File: src/rtl/reg_share_pkg.sv
// reg_share_pkg: shared FSM state type and default sizing constants for
// reg_share_arbiter and its datapath.
package reg_share_pkg;

   // Controller states: wait for a request, load the winner, hold for display.
   typedef enum logic [1:0] {
      IDLE = 2'd0,
      LOAD = 2'd1,
      HOLD = 2'd2
   } state_t;

   // Default width of each requester's data and of the shared register.
   localparam int DEF_WIDTH       = 4;
   // Default number of cycles a loaded value is held (legal 1..255).
   localparam int DEF_HOLD_CYCLES = 3;
   // Hold counter width; covers the full 1..255 hold range.
   localparam int CNT_W           = 8;

endpackage

File: src/rtl/reg_share_datapath.sv
// reg_share_datapath: WIDTH-bit 2:1 select mux feeding the shared holding
// register. The register loads only when the controller asserts i_load.
module reg_share_datapath
   import reg_share_pkg::*;
#(
   parameter int WIDTH = DEF_WIDTH
) (
   input  logic             clk,
   input  logic             rst_n,
   input  logic             i_sel,
   input  logic             i_load,
   input  logic [WIDTH-1:0] i_d0,
   input  logic [WIDTH-1:0] i_d1,
   output logic [WIDTH-1:0] o_q
);

   logic [WIDTH-1:0] w_mux;
   logic [WIDTH-1:0] r_q;

   assign w_mux = i_sel ? i_d1 : i_d0;

   // Capture the selected requester's data on a load edge, hold it otherwise.
   always_ff @(posedge clk or negedge rst_n) begin
      // NOTE: non-blocking assignments so every register samples pre-edge values.
      if (!rst_n) begin
         r_q <= '0;
      end else if (i_load) begin
         r_q <= w_mux;
      end
   end

   assign o_q = r_q;

endmodule

File: src/rtl/reg_share_arbiter.sv
// reg_share_arbiter: shares one WIDTH-bit holding register between two
// requesters. Grants one request, loads its data, acks it for one cycle and
// keeps the value on display for HOLD_CYCLES before the next grant.
// Optional feature: define RR_PRIORITY_EN for round-robin tie breaking;
// without it requester 0 always wins a tie and no last-winner state exists.
module reg_share_arbiter
   import reg_share_pkg::*;
#(
   parameter int WIDTH       = DEF_WIDTH,
   parameter int HOLD_CYCLES = DEF_HOLD_CYCLES
) (
   input  logic             clk,
   input  logic             rst_n,
   input  logic             req0,
   input  logic             req1,
   input  logic [WIDTH-1:0] d0,
   input  logic [WIDTH-1:0] d1,
   output logic             sel,
   output logic [WIDTH-1:0] q,
   output logic             ack0,
   output logic             ack1,
   output logic             busy,
   output logic             owner
);

   // LOAD already accounts for one held cycle, so the counter starts one lower.
   localparam logic [CNT_W-1:0] HOLD_RELOAD = CNT_W'(HOLD_CYCLES - 1);

   state_t           r_state;
   logic             r_sel;
   logic             r_ack0;
   logic             r_ack1;
   logic             r_busy;
   logic             r_owner;
   logic [CNT_W-1:0] r_cnt;
`ifdef RR_PRIORITY_EN
   logic             r_last;
`endif

   logic             w_any_req;
   logic             w_winner;
   logic             w_load;

   // Choose which requester would be granted if the FSM is idle this cycle.
   always_comb begin
      // NOTE: default assigned first so no path leaves w_winner unassigned (no latch).
      w_winner = 1'b0;
      if (req0 && req1) begin
`ifdef RR_PRIORITY_EN
         w_winner = ~r_last;
`else
         w_winner = 1'b0;
`endif
      end else if (req1) begin
         w_winner = 1'b1;
      end
   end

   assign w_any_req = req0 | req1;
   assign w_load    = (r_state == LOAD);

   // Grant / load / hold sequencing with all handshake outputs registered.
   always_ff @(posedge clk or negedge rst_n) begin
      if (!rst_n) begin
         r_state <= IDLE;
         r_sel   <= 1'b0;
         r_ack0  <= 1'b0;
         r_ack1  <= 1'b0;
         r_busy  <= 1'b0;
         r_owner <= 1'b0;
         r_cnt   <= '0;
`ifdef RR_PRIORITY_EN
         // Pretend requester 1 won last so the first tie goes to requester 0.
         r_last  <= 1'b1;
`endif
      end else begin
         case (r_state)
            IDLE: begin
               if (w_any_req) begin
                  r_sel   <= w_winner;
                  r_busy  <= 1'b1;
                  r_state <= LOAD;
               end
            end
            LOAD: begin
               // Grant is committed: load and ack even if the request dropped.
               r_ack0  <= ~r_sel;
               r_ack1  <= r_sel;
               r_owner <= r_sel;
`ifdef RR_PRIORITY_EN
               r_last  <= r_sel;
`endif
               r_cnt   <= HOLD_RELOAD;
               r_state <= HOLD;
            end
            HOLD: begin
               r_ack0 <= 1'b0;
               r_ack1 <= 1'b0;
               if (r_cnt != '0) begin
                  r_cnt <= r_cnt - CNT_W'(1);
               end else begin
                  r_busy  <= 1'b0;
                  r_state <= IDLE;
               end
            end
            default: begin
               r_state <= IDLE;
            end
         endcase
      end
   end

   reg_share_datapath #(
      .WIDTH (WIDTH)
   ) u_datapath (
      .clk    (clk),
      .rst_n  (rst_n),
      .i_sel  (r_sel),
      .i_load (w_load),
      .i_d0   (d0),
      .i_d1   (d1),
      .o_q    (q)
   );

   assign sel   = r_sel;
   assign ack0  = r_ack0;
   assign ack1  = r_ack1;
   assign busy  = r_busy;
   assign owner = r_owner;

endmodule
File: config.mk
export PLATFORM = sky130hd
export DESIGN_NAME = reg_share_arbiter
export DESIGN_NICKNAME = d
export VERILOG_FILES = /design/src/rtl/reg_share_pkg.sv /design/src/rtl/reg_share_datapath.sv /design/src/rtl/reg_share_arbiter.sv
export SDC_FILE = /design/constraint.sdc
export NUM_CORES = 1
export LEC_CHECK = 0
export BUFFER_PORTS_ARGS = -buffer_cell sky130_fd_sc_hd__buf_2
export CORE_MARGIN = 5
export CORE_UTILIZATION = 45
export DETAILED_ROUTE_END_ITERATION = 16
export MAX_ROUTING_LAYER = met4
export PLACE_DENSITY_LB_ADDON = 0.1
export SYNTH_ARGS = -nofsm -noshare
export SYNTH_HDL_FRONTEND = slang
export SYNTH_HIERARCHICAL = 1
export SYNTH_SLANG_ARGS = --single-unit
File: constraint.sdc
create_clock -name clk -period 4.55 [get_ports clk]
set_input_delay 0.6825 -clock clk [delete_from_list [all_inputs] [get_ports clk]]
set_output_delay 0.6825 -clock clk [all_outputs]
set_load 0.05 [all_outputs]
Word level (Yosys, flattened, before mapping)
Index checks and enable logic that the tools add are counted.
{ "op_classes": {"n_eq_ne": 5, "muxes": 13, "n_reduce_logical": 9, "n_bitwise": 2, "add_sub_neg": 1} }
{ "ops": {"columns": ["cell", "count"], "rows": [
  ["case mux 8 bit (2 select lines)", 1],
  ["two-way mux 8 bit", 1],
  ["nonzero test 8 bit", 1],
  ["subtractor 8 x 1 -> 8 bit (second input constant)", 1],
  ["!= test 2 bit (second input constant)", 3],
  ["case mux 1 bit (2 select lines)", 3],
  ["case mux 2 bit (3 select lines)", 1],
  ["AND reduction 2 bit", 3],
  ["two-way mux 1 bit", 4],
  ["two-way mux 2 bit", 2],
  ["two-way mux 4 bit", 1],
  ["nonzero test 2 bit", 2],
  ["AND reduction 3 bit", 1],
  ["== test 2 x 1 -> 1 bit (second input constant)", 1],
  ["== test 2 bit (second input constant)", 1],
  ["zero test 2 bit", 1],
  ["logical AND 1 bit", 1],
  ["inverter 1 bit", 1],
  ["OR 1 bit", 1]
]} }
{ "word_totals": {"out_inout_bits": 9, "inputBits": 12, "register_bits": 19, "elab_cells": 38} }

Depth between registers and ports, before layout
Gate-level depths: netlist of run 1.
{ "logic_depth": {"word_depth": 3, "depth_mapped": 6} }

Modules after synthesis
Netlist of run 1, hierarchy kept.
{ "by_module_without_submodules": {"columns": ["module", "instances", "cells_per_inst", "area_each_um2", "seq_area_each_um2"], "rows": [
  ["reg_share_arbiter", 1, 84, 847.1, 375.4],
  ["reg_share_datapath", 1, 18, 183.9, 100.1]
]} }

Worst setup path before layout of run 1
OpenSTA, ideal clock, no wires.
{ "synth_path": {"path_kind": "register -> register", "startpoint": "reg r_state[0]", "endpoint": "reg r_cnt[5]", "setup_slack_ns": 2.861, "required_time_ns": 4.474, "stages_incl_launch_ff": 6, "setup_time_ns": 0.076, "arrival_ns": 1.612, "path_cell_list": "dfrtp_1 inv_1 ha_1 or4b_4 or4_1 o21ai_1"} }
{ "synth_via": {"elab_chain_len": 3, "elab_cells_between_ends": 6, "classes_between": "eq/ne: 3; mux: 1; reduce/logical: 2"} }
{ "synth_lines": {"columns": ["element", "line_no", "source"], "rows": [
  ["start, declared", "reg_share_arbiter.sv:29", "state_t r_state;"],
  ["start signal, assigned", "reg_share_arbiter.sv:65", "r_state <= IDLE;"],
  ["start signal, assigned", "reg_share_arbiter.sv:82", "r_state <= LOAD;"],
  ["start signal, assigned", "reg_share_arbiter.sv:94", "r_state <= HOLD;"],
  ["== test 2 bit or == test 2 x 1 -> 1 bit (tied branches)", "reg_share_arbiter.sv:77", "case (r_state)"],
  ["!= test 2 bit (no source line) or nonzero test 2 bit (tied branches)", null, null],
  ["AND reduction 2 bit (no source line)", null, null],
  ["end signal, assigned", "reg_share_arbiter.sv:100", "r_cnt <= r_cnt - CNT_W'(1);"],
  ["end, declared", "reg_share_arbiter.sv:35", "logic [CNT_W-1:0] r_cnt;"]
]} }
Parallel ways exist; a longest one is shown, timed or not.
A chain may end at the register's enable or synchronous reset.

Final worst setup path of run 1
{ "layout_path": {"startpoint": "reg r_state[0]", "endpoint": "reg r_cnt[7]"} }
Same word-level chain as after synthesis.

==> impl_results.md, run 1 <==
- I/O Buffers: 20
- R2R setup slack: 2.50 ns
- Max_cap viols: 0
- First DRT Iteration DRCs: 20
- Async set-or-reset flop fraction in the synthesized netlist: 100%
- Reg2reg end: r_cnt[7]$_DFFE_PN0P_
- Pre-antenna DRT Iters: 4
- Die area: 3350 sq um
- Largest stage delay, worst path: 0.55 ns
- First-pass GRT wire length: 3440 microns
- Post-synth top flop: dfrtp_1
- Fill cell total of the finished layout: 200
- Hold WC Path Type: input pin to async pin
- CTS tree: done
- DP Wirelength: 1580 microns
- Multi-input gate area: about 520 sq um
- Max-slew headroom: 54.3%
- Fmax: 488 MHz
- FF-to-FF Start: r_state[0]$_DFFE_PN0P_
- Fin. Hold Viols: 0
- P_leak: approximately 0.00053 uW
- Clock latency on the worst-skew pair: 0.30 ns
- Area of the mapped netlist: about 1000 sq um
- TritonCTS Sinks: 19
- Tcrit/Tclk final: 45.1%
- FF+latch count, synth: 19
- Placed inst area: 1150 sq um
- CTS hold repair buffers: 0
- Arr. time, crit path: 2.23 ns
- Initial Util: a little under half
- Nets@finish: 141
- Initial antenna violation count: 0
- Mapped Cells: 102
- Share of the synthesized area in the top cell type: 46.1%
- Outcome: finished, final reports clean
- Critical-path cell list: inv_1, ha_1, or4b_4, o311ai_0, o31ai_1
- Commonest cells post-synth: dfrtp_1 (19), a21oi_1 (10), nand2_1 (8)
- Worst Max-Slew Pin Slew: 0.684 ns
- Synth area leaders: dfrtp_1 (46%), ha_1 (7.3%), a21oi_1 (4.9%), o211ai_1 (4.4%), mux2i_1 (3.9%)
- Worst-path clk slew: 0.11 ns
- Setup bufs post-CTS: 0
- CP Launch Type: register
- CP Data Required Time: 4.73 ns
- Pin count of the biggest net entering global routing: 20
- Antenna Cells: 0
- Gr ovfl total: 0
- Syn Nets: 120
- H-tree Lvls: 1
- Register area: 475 sq um
- Die X: 57.9 microns
- Vias per cell: 5.51
- ANT nets after route: 0
- EDFF count, synth: 0
- Synth area leader: dfrtp_1
- Final Max Tran Viols: 0
- Core area: between 2000 and 2500 sq um
- Post-Syn Area per Cell: 10.1 sq um
- Post-route cell area: 1170 sq um
- Min cycle time layout: 2.05 ns
- Post-cts resize count: 0
- Synth warn: 6
- CP bufs+invs: 1
- Crit path max fanout: 11
- CTS root buf: clkbuf_4
- Num CTS Buffers: 3
- Finished Layout Cells: 150
- Worst-case vdd ir drop: 0.406 mV
- Most frequent cell after synthesis: dfrtp_1
- RSZ-0062 raised after global routing: false
- CP top delay family: simple AND/OR/NAND/NOR gates
- I/O pin count: 21
- Standard-cell rows: 17
- Slowest CP cell: or4b_4
- Dpl cells: 146
- Layout cells sized above 1: 25.4%
- GPL Wtd Cong: 0.785
- Final setup TNS: 0 ns
- Critical path endpoint category: register
- GRT Total Usage: a little over an eighth
- DR WL/cell: roughly 14 microns
- Setup CP Type: register to register
- CTS Buffer Depth: 2
- Post-synthesis cell type count: 35
- Setup violators final: 0
- PwrDens: 770 nW/um^2
- Vias in the first global route: 801
- Area grow syn2layout: 14.0%
- Number of cells on the worst reg-to-reg path: 5
- Post-synthesis sequential area ratio: 46.1%
- Routed wire length: 2070 microns
- Vias: around 830
- Worst Skew: 0.0118 ns
- DRC: 0
- Die H: 57.9 microns
==> report_power, final <==
| part | internal, uW | switching [uW] | total, uW | leakage, uW |
|---|---|---|---|---|
| logic | 174 | 330 | 504 | 0.000279 |
| registers | 241 | 75.7 | 317 | 0.000231 |
| clock network | 34.1 | 49.9 | 84.1 | 0.0000150 |
==> cell type report <==
type	instances	area share, %
flip-flops and latches	19	40.5
well taps	28	2.98
repair buffers	20	8.52
inverters	5	1.60
clock buffers	4	2.24
multi-input cells	74	44.2
==> through the flow <==
stage	power, uW	utilization [%]	hold WS, ns	worst slack, ns
after global placement	812	52.4	0.483	2.60
after global routing	977	53.6	0.316	2.35
final	905	53.6	0.294	2.50
after CTS	911	53.6	0.310	2.46
after detailed placement	823	52.4	0.502	2.47
after floorplan	708	-	0.387	2.86
==> cells in the final DEF (no fill, tap or decap), types with 2 or more instances in the layout <==
cell type / instances
a21oi_1: 10
o41ai_1: 2
dfrtp_1: 19
mux2_2: 2
o31ai_1: 2
mux2i_1: 4
nor3_1: 3
nand2_1: 8
or3_1: 2
ha_1: 6
buf_2: 20
o311ai_0: 2
o211ai_1: 6
clkbuf_4: 3
o21ai_0: 2
nor3b_1: 2
nor2_1: 7
or3b_2: 2
inv_1: 5
==> layer usage <==
metal / GRT usage (%) / share of wire [%] / routed length [microns]
met5: - / 0 / 0
met4: 3.64 / 1.3 / 27
met3: 4.23 / 4.3 / 89
met2: 21.9 / 48 / 988
met1: 16.1 / 46 / 959
==> worst max path at each step <==
stage / startpoint / end / depth (start not counted)
finish: r_state[0]$_DFFE_PN0P_ / r_cnt[7]$_DFFE_PN0P_ / 5
global route: r_state[0]$_DFFE_PN0P_ / r_cnt[7]$_DFFE_PN0P_ / 5
CTS: r_state[0]$_DFFE_PN0P_ / r_cnt[7]$_DFFE_PN0P_ / 5
detailed placement: r_state[0]$_DFFE_PN0P_ / r_cnt[7]$_DFFE_PN0P_ / 5
global placement: r_state[0]$_DFFE_PN0P_ / r_cnt[5]$_DFFE_PN0P_ / 5
floorplan: r_state[0]$_DFFE_PN0P_ / r_cnt[5]$_DFFE_PN0P_ / 5
==> state kept, by name (all words and copies together) (netlist names) <==
name,flops
owner,1
ack1,1
busy,1
u_datapath/o_q,4
sel,1
ack0,1
r_state,2
r_cnt,8
==> logic make-up (layout without fill, tap and decap cells) <==
| kind of cell | after synthesis | count (layout) | share of synthesized area (%) |
|---|---|---|---|
| simple gates | 32 | 32 | 17.4 |
| compound gates | 30 | 30 | 19.7 |
| mux | 6 | 6 | 6.07 |
| fa+ha+maj | 6 | 6 | 7.28 |
| buf+inv | 9 | 29 | 3.52 |
| flops | 19 | 19 | 46.1 |
No activity file was read; power rests on OpenSTA's default activity.
==> run 2: changes to the inputs <==
--- a/config.mk
+++ b/config.mk
@@ -5,6 +5,7 @@
 export SDC_FILE = /design/constraint.sdc
 export NUM_CORES = 1
 export LEC_CHECK = 0
+export ABC_AREA = 1
 export BUFFER_PORTS_ARGS = -buffer_cell sky130_fd_sc_hd__buf_2
 export CORE_MARGIN = 5
 export CORE_UTILIZATION = 45
==> constraint.sdc (replaced) <==
create_clock -name clk -period 1.8 [get_ports clk]
set_input_delay 0.27 -clock clk [delete_from_list [all_inputs] [get_ports clk]]
set_output_delay 0.27 -clock clk [all_outputs]
set_load 0.05 [all_outputs]
==> run 2 against run 1 <==
  * Register-to-register slack worse by 2.3 ns
  * Die area is 7.0% higher
  * Power grew to 2.8 times the previous value
  * Clock-buffer cell count is 1 lower
  * First-iteration DRC count is 30% lower
  * Global-route usage is 1.3 points higher
  * Setup slack worse by 2.3 ns
  * Critical endpoint is now r_cnt[2]$_DFFE_PN0P_
==> impl_results.md, run 2 <==
- Pin count of the biggest net entering global routing: 20 (unchanged)
- Final Max Tran Viols: 0 (unchanged)
- Switch share: 54.0% (was 50.4%)
- Pre-antenna DRT Iters: 4 (unchanged)
- Commonest cells after routing, fill and taps aside: nand2_1 (44), inv_1 (24), buf_2 (20) (was buf_2 (20), dfrtp_1 (19), a21oi_1 (10))
- CTS root buf: clkbuf_4 (unchanged)
- Vias per cell: 4.62 (was 5.51)
- Max_cap viols: 0 (unchanged)
- Min cycle time layout: 1.58 ns (was 2.05 ns)
- Num CTS Buffers: 3 (unchanged)
- Core area: 2430 sq um (was 2190 sq um)
- Setup CP Type: register to register (unchanged)
- Post-Syn Area per Cell: 7.51 sq um (was 10.1 sq um)
- Die X: 59.9 microns (was 57.9 microns)
- Routed wire length: 2260 microns (was 2070 microns)
- Comb power frac: 60.0% (was 55.7%)
- Clock latency on the worst-skew pair: 0.29 ns (was 0.30 ns)
- Sw power: 1350 uW (was 456 uW)
- CTS Buffer Depth: 2 (unchanged)
- Vias in the first global route: 900 (was 801)
- Biggest register: r_cnt (unchanged)
- Fmax: 631 MHz (was 488 MHz)
- GRT Total Usage: 14.8% (was 13.5%)
- Initial Util: 46.0% (was 47.1%)
- CP Launch Type: register (unchanged)
- DRC: 0 (unchanged)
- EDFF count, synth: 0 (unchanged)
- Post-synthesis cell type count: 20 (was 35)
- Die area: 3580 sq um (was 3350 sq um)
- CTS hold repair buffers: 1 (was 0)
- Dpl cells: 198 (was 146)
- Synth area leaders: dfrtp_1 (43%), nand2_1 (15%), inv_1 (8.1%), ha_1 (6.7%), nand3_1 (6.7%) (was dfrtp_1 (46%), ha_1 (7.3%), a21oi_1 (4.9%), o211ai_1 (4.4%), mux2i_1 (3.9%))
- Tcrit/Tclk final: 88.0% (was 45.1%)
- Clk network pwr share: 8.7% (was 9.3%)
- TritonCTS Sinks: 19 (unchanged)
- Async set-or-reset flop fraction in the synthesized netlist: 100% (unchanged)
- DP Wirelength: 1790 microns (was 1580 microns)
- I/O Buffers: 20 (unchanged)
- Post-synth top flop: dfrtp_1 (unchanged)
- Worst Max-Slew Pin Slew: 0.444 ns (was 0.684 ns)
- Crit path max fanout: 11 (unchanged)
- H-tree Lvls: 1 (unchanged)
- PwrDens: 1940 nW/um^2 (was 770 nW/um^2)
- Max-slew headroom: 70.4% (was 54.3%)
- Setup bufs post-CTS: 0 (unchanged)
- Standard-cell rows: 18 (was 17)
- Critical path endpoint category: register (unchanged)
- Final setup TNS: 0 ns (unchanged)
- First-pass GRT wire length: 3890 microns (was 3440 microns)
- CP Data Required Time: 1.99 ns (was 4.73 ns)
- Worst Skew: 0.00116 ns (was 0.0118 ns)
- P_leak: 0.000738 uW (was 0.000525 uW)
- Register area: 475 sq um (unchanged)
- Share of the synthesized area in the top cell type: 42.5% (was 46.1%)
- Power share of the sequential group: 31.2% (was 35.1%)
- Gr ovfl total: 0 (unchanged)
- Post-cts resize count: 0 (unchanged)
- Final worst hold slack: 0.264 ns (was 0.294 ns)
- Layout cells sized above 1: 22.5% (was 25.4%)
- CTS tree: done (unchanged)
- Worst-case vdd ir drop: 1.02 mV (was 0.406 mV)
- GPL Wtd Cong: 0.845 (was 0.785)
- Synth area leader: dfrtp_1 (unchanged)
- Hold WC Path Type: input pin to register (was input pin to async pin)
- Finished Layout Cells: 203 (was 150)
- I/O pin count: 21 (unchanged)
- Multi-input gate area: 527 sq um (was 519 sq um)
- Vias: 937 (was 826)
- Fill cell total of the finished layout: 243 (was 200)
- Nets@finish: 192 (was 141)
- Syn Nets: 167 (was 120)
- Max FFs per register: 8 (unchanged)
- RSZ-0062 raised after global routing: false (unchanged)
- First DRT Iteration DRCs: 14 (was 20)
- Worst-path clk slew: 0.11 ns (about the same)
- Post-synthesis sequential area ratio: 42.5% (was 46.1%)
- Initial antenna violation count: 0 (unchanged)
- FF+latch count, synth: 19 (unchanged)
- Die H: 59.9 microns (was 57.9 microns)
- Antenna Cells: 0 (unchanged)
- Synth warn: 6 (unchanged)
- Most frequent cell after synthesis: nand2_1 (was dfrtp_1)
- Power Internal: 1150 uW (was 449 uW)
- Setup violators final: 0 (unchanged)
- Commonest cells post-synth: nand2_1 (44), inv_1 (24), dfrtp_1 (19) (was dfrtp_1 (19), a21oi_1 (10), nand2_1 (8))
- Outcome: finished, final reports clean (unchanged)
- Leading cell type in the layout, fill and taps excluded: nand2_1 (was buf_2)
- Area of the mapped netlist: 1120 sq um (was 1030 sq um)
- ANT nets after route: 0 (unchanged)
- Arr. time, crit path: 1.78 ns (was 2.23 ns)
- DR WL/cell: 11.1 microns (was 13.8 microns)
- Mapped Cells: 149 (was 102)
- Fin. Hold Viols: 0 (unchanged)
- Area grow syn2layout: 14.7% (was 14.0%)
==> run 2: final timing paths <==
path | startpoint | to | slack, ns | depth (start not counted)
worst max-delay path | r_cnt[0]$_DFFE_PN0P_ | r_cnt[2]$_DFFE_PN0P_ | 0.22 | 9
worst min-delay path | d0[0] | u_datapath/o_q[0]$_DFFE_PN0P_ | 0.26 | 5
worst max register to register | r_cnt[0]$_DFFE_PN0P_ | r_cnt[2]$_DFFE_PN0P_ | 0.22 | 9
worst min register to register | busy$_DFFE_PN0P_ | busy$_DFFE_PN0P_ | 0.48 | 2
max in group asynchronous | rst_n | owner$_DFFE_PN0P_ | 1.06 | 2
min in group asynchronous | rst_n | r_cnt[1]$_DFFE_PN0P_ | 0.44 | 2
==> run 2: logic make-up (layout without fill, tap and decap cells) <==
family	count (synthesis)	after routing	share of synthesized area [%]
AND/OR/NAND/NOR	82	82	32.1
buffers and inverters	29	53	10.4
flip-flops	19	19	42.5
AO/OA/AOI/OAI	10	10	5.93
adder cells (fa/ha/maj)	6	6	6.71
XOR/XNOR	3	3	2.35
==> run 2: layout make-up <==
cell class | instances | area share [%]
clock buffer | 3 | 1.76
clock inverter | 1 | 0.390
inverter | 28 | 8.20
multi-input combinational | 101 | 41.1
sequential | 19 | 37.1
tap | 30 | 2.93
timing repair buffer | 21 | 8.59
==> run 2: metrics by stage <==
stage	instance area, sq um	power (uW)	setup WS [ns]	util (%)
3_3_place_gp	1240	2280	0.236	51.2
5_1_grt	1280	2730	0.0690	52.7
4_1_cts	1280	2530	0.209	52.7
2_1_floorplan	1120	1980	0.475	-
3_5_place_dp	1240	2300	0.234	51.2
6_report	1280	2490	0.215	52.7
==> run 2: worst max-delay path: stages, from the launching register on <==
cell	delay (ns)
dfrtp_1	0.41
inv_1	0.14
ha_1	0.16
nand2_1	0.06
nor2_2	0.11
nand2_2	0.07
nand2_2	0.20
nand2_1	0.18
nand2_1	0.09
o21ai_1	0.06
==> run 2: routing by layer <==
metal	track usage, %	up-vias	routed length, microns
met3	1.94	4	58
li1	-	506	-
met1	20.4	416	1130
met4	6.01	0	30
met2	21.8	11	1050
met5	-	-	0
==> run 2: power by group through the flow <==
stage          sequential [uW]  combinational [uW]  clock [uW]
6_report                   779                1500         218
5_1_grt                    815                1670         250
4_1_cts                    780                1520         230
3_5_place_dp               789                1510           0
3_3_place_gp               787                1500           0
2_1_floorplan             1110                 868           0
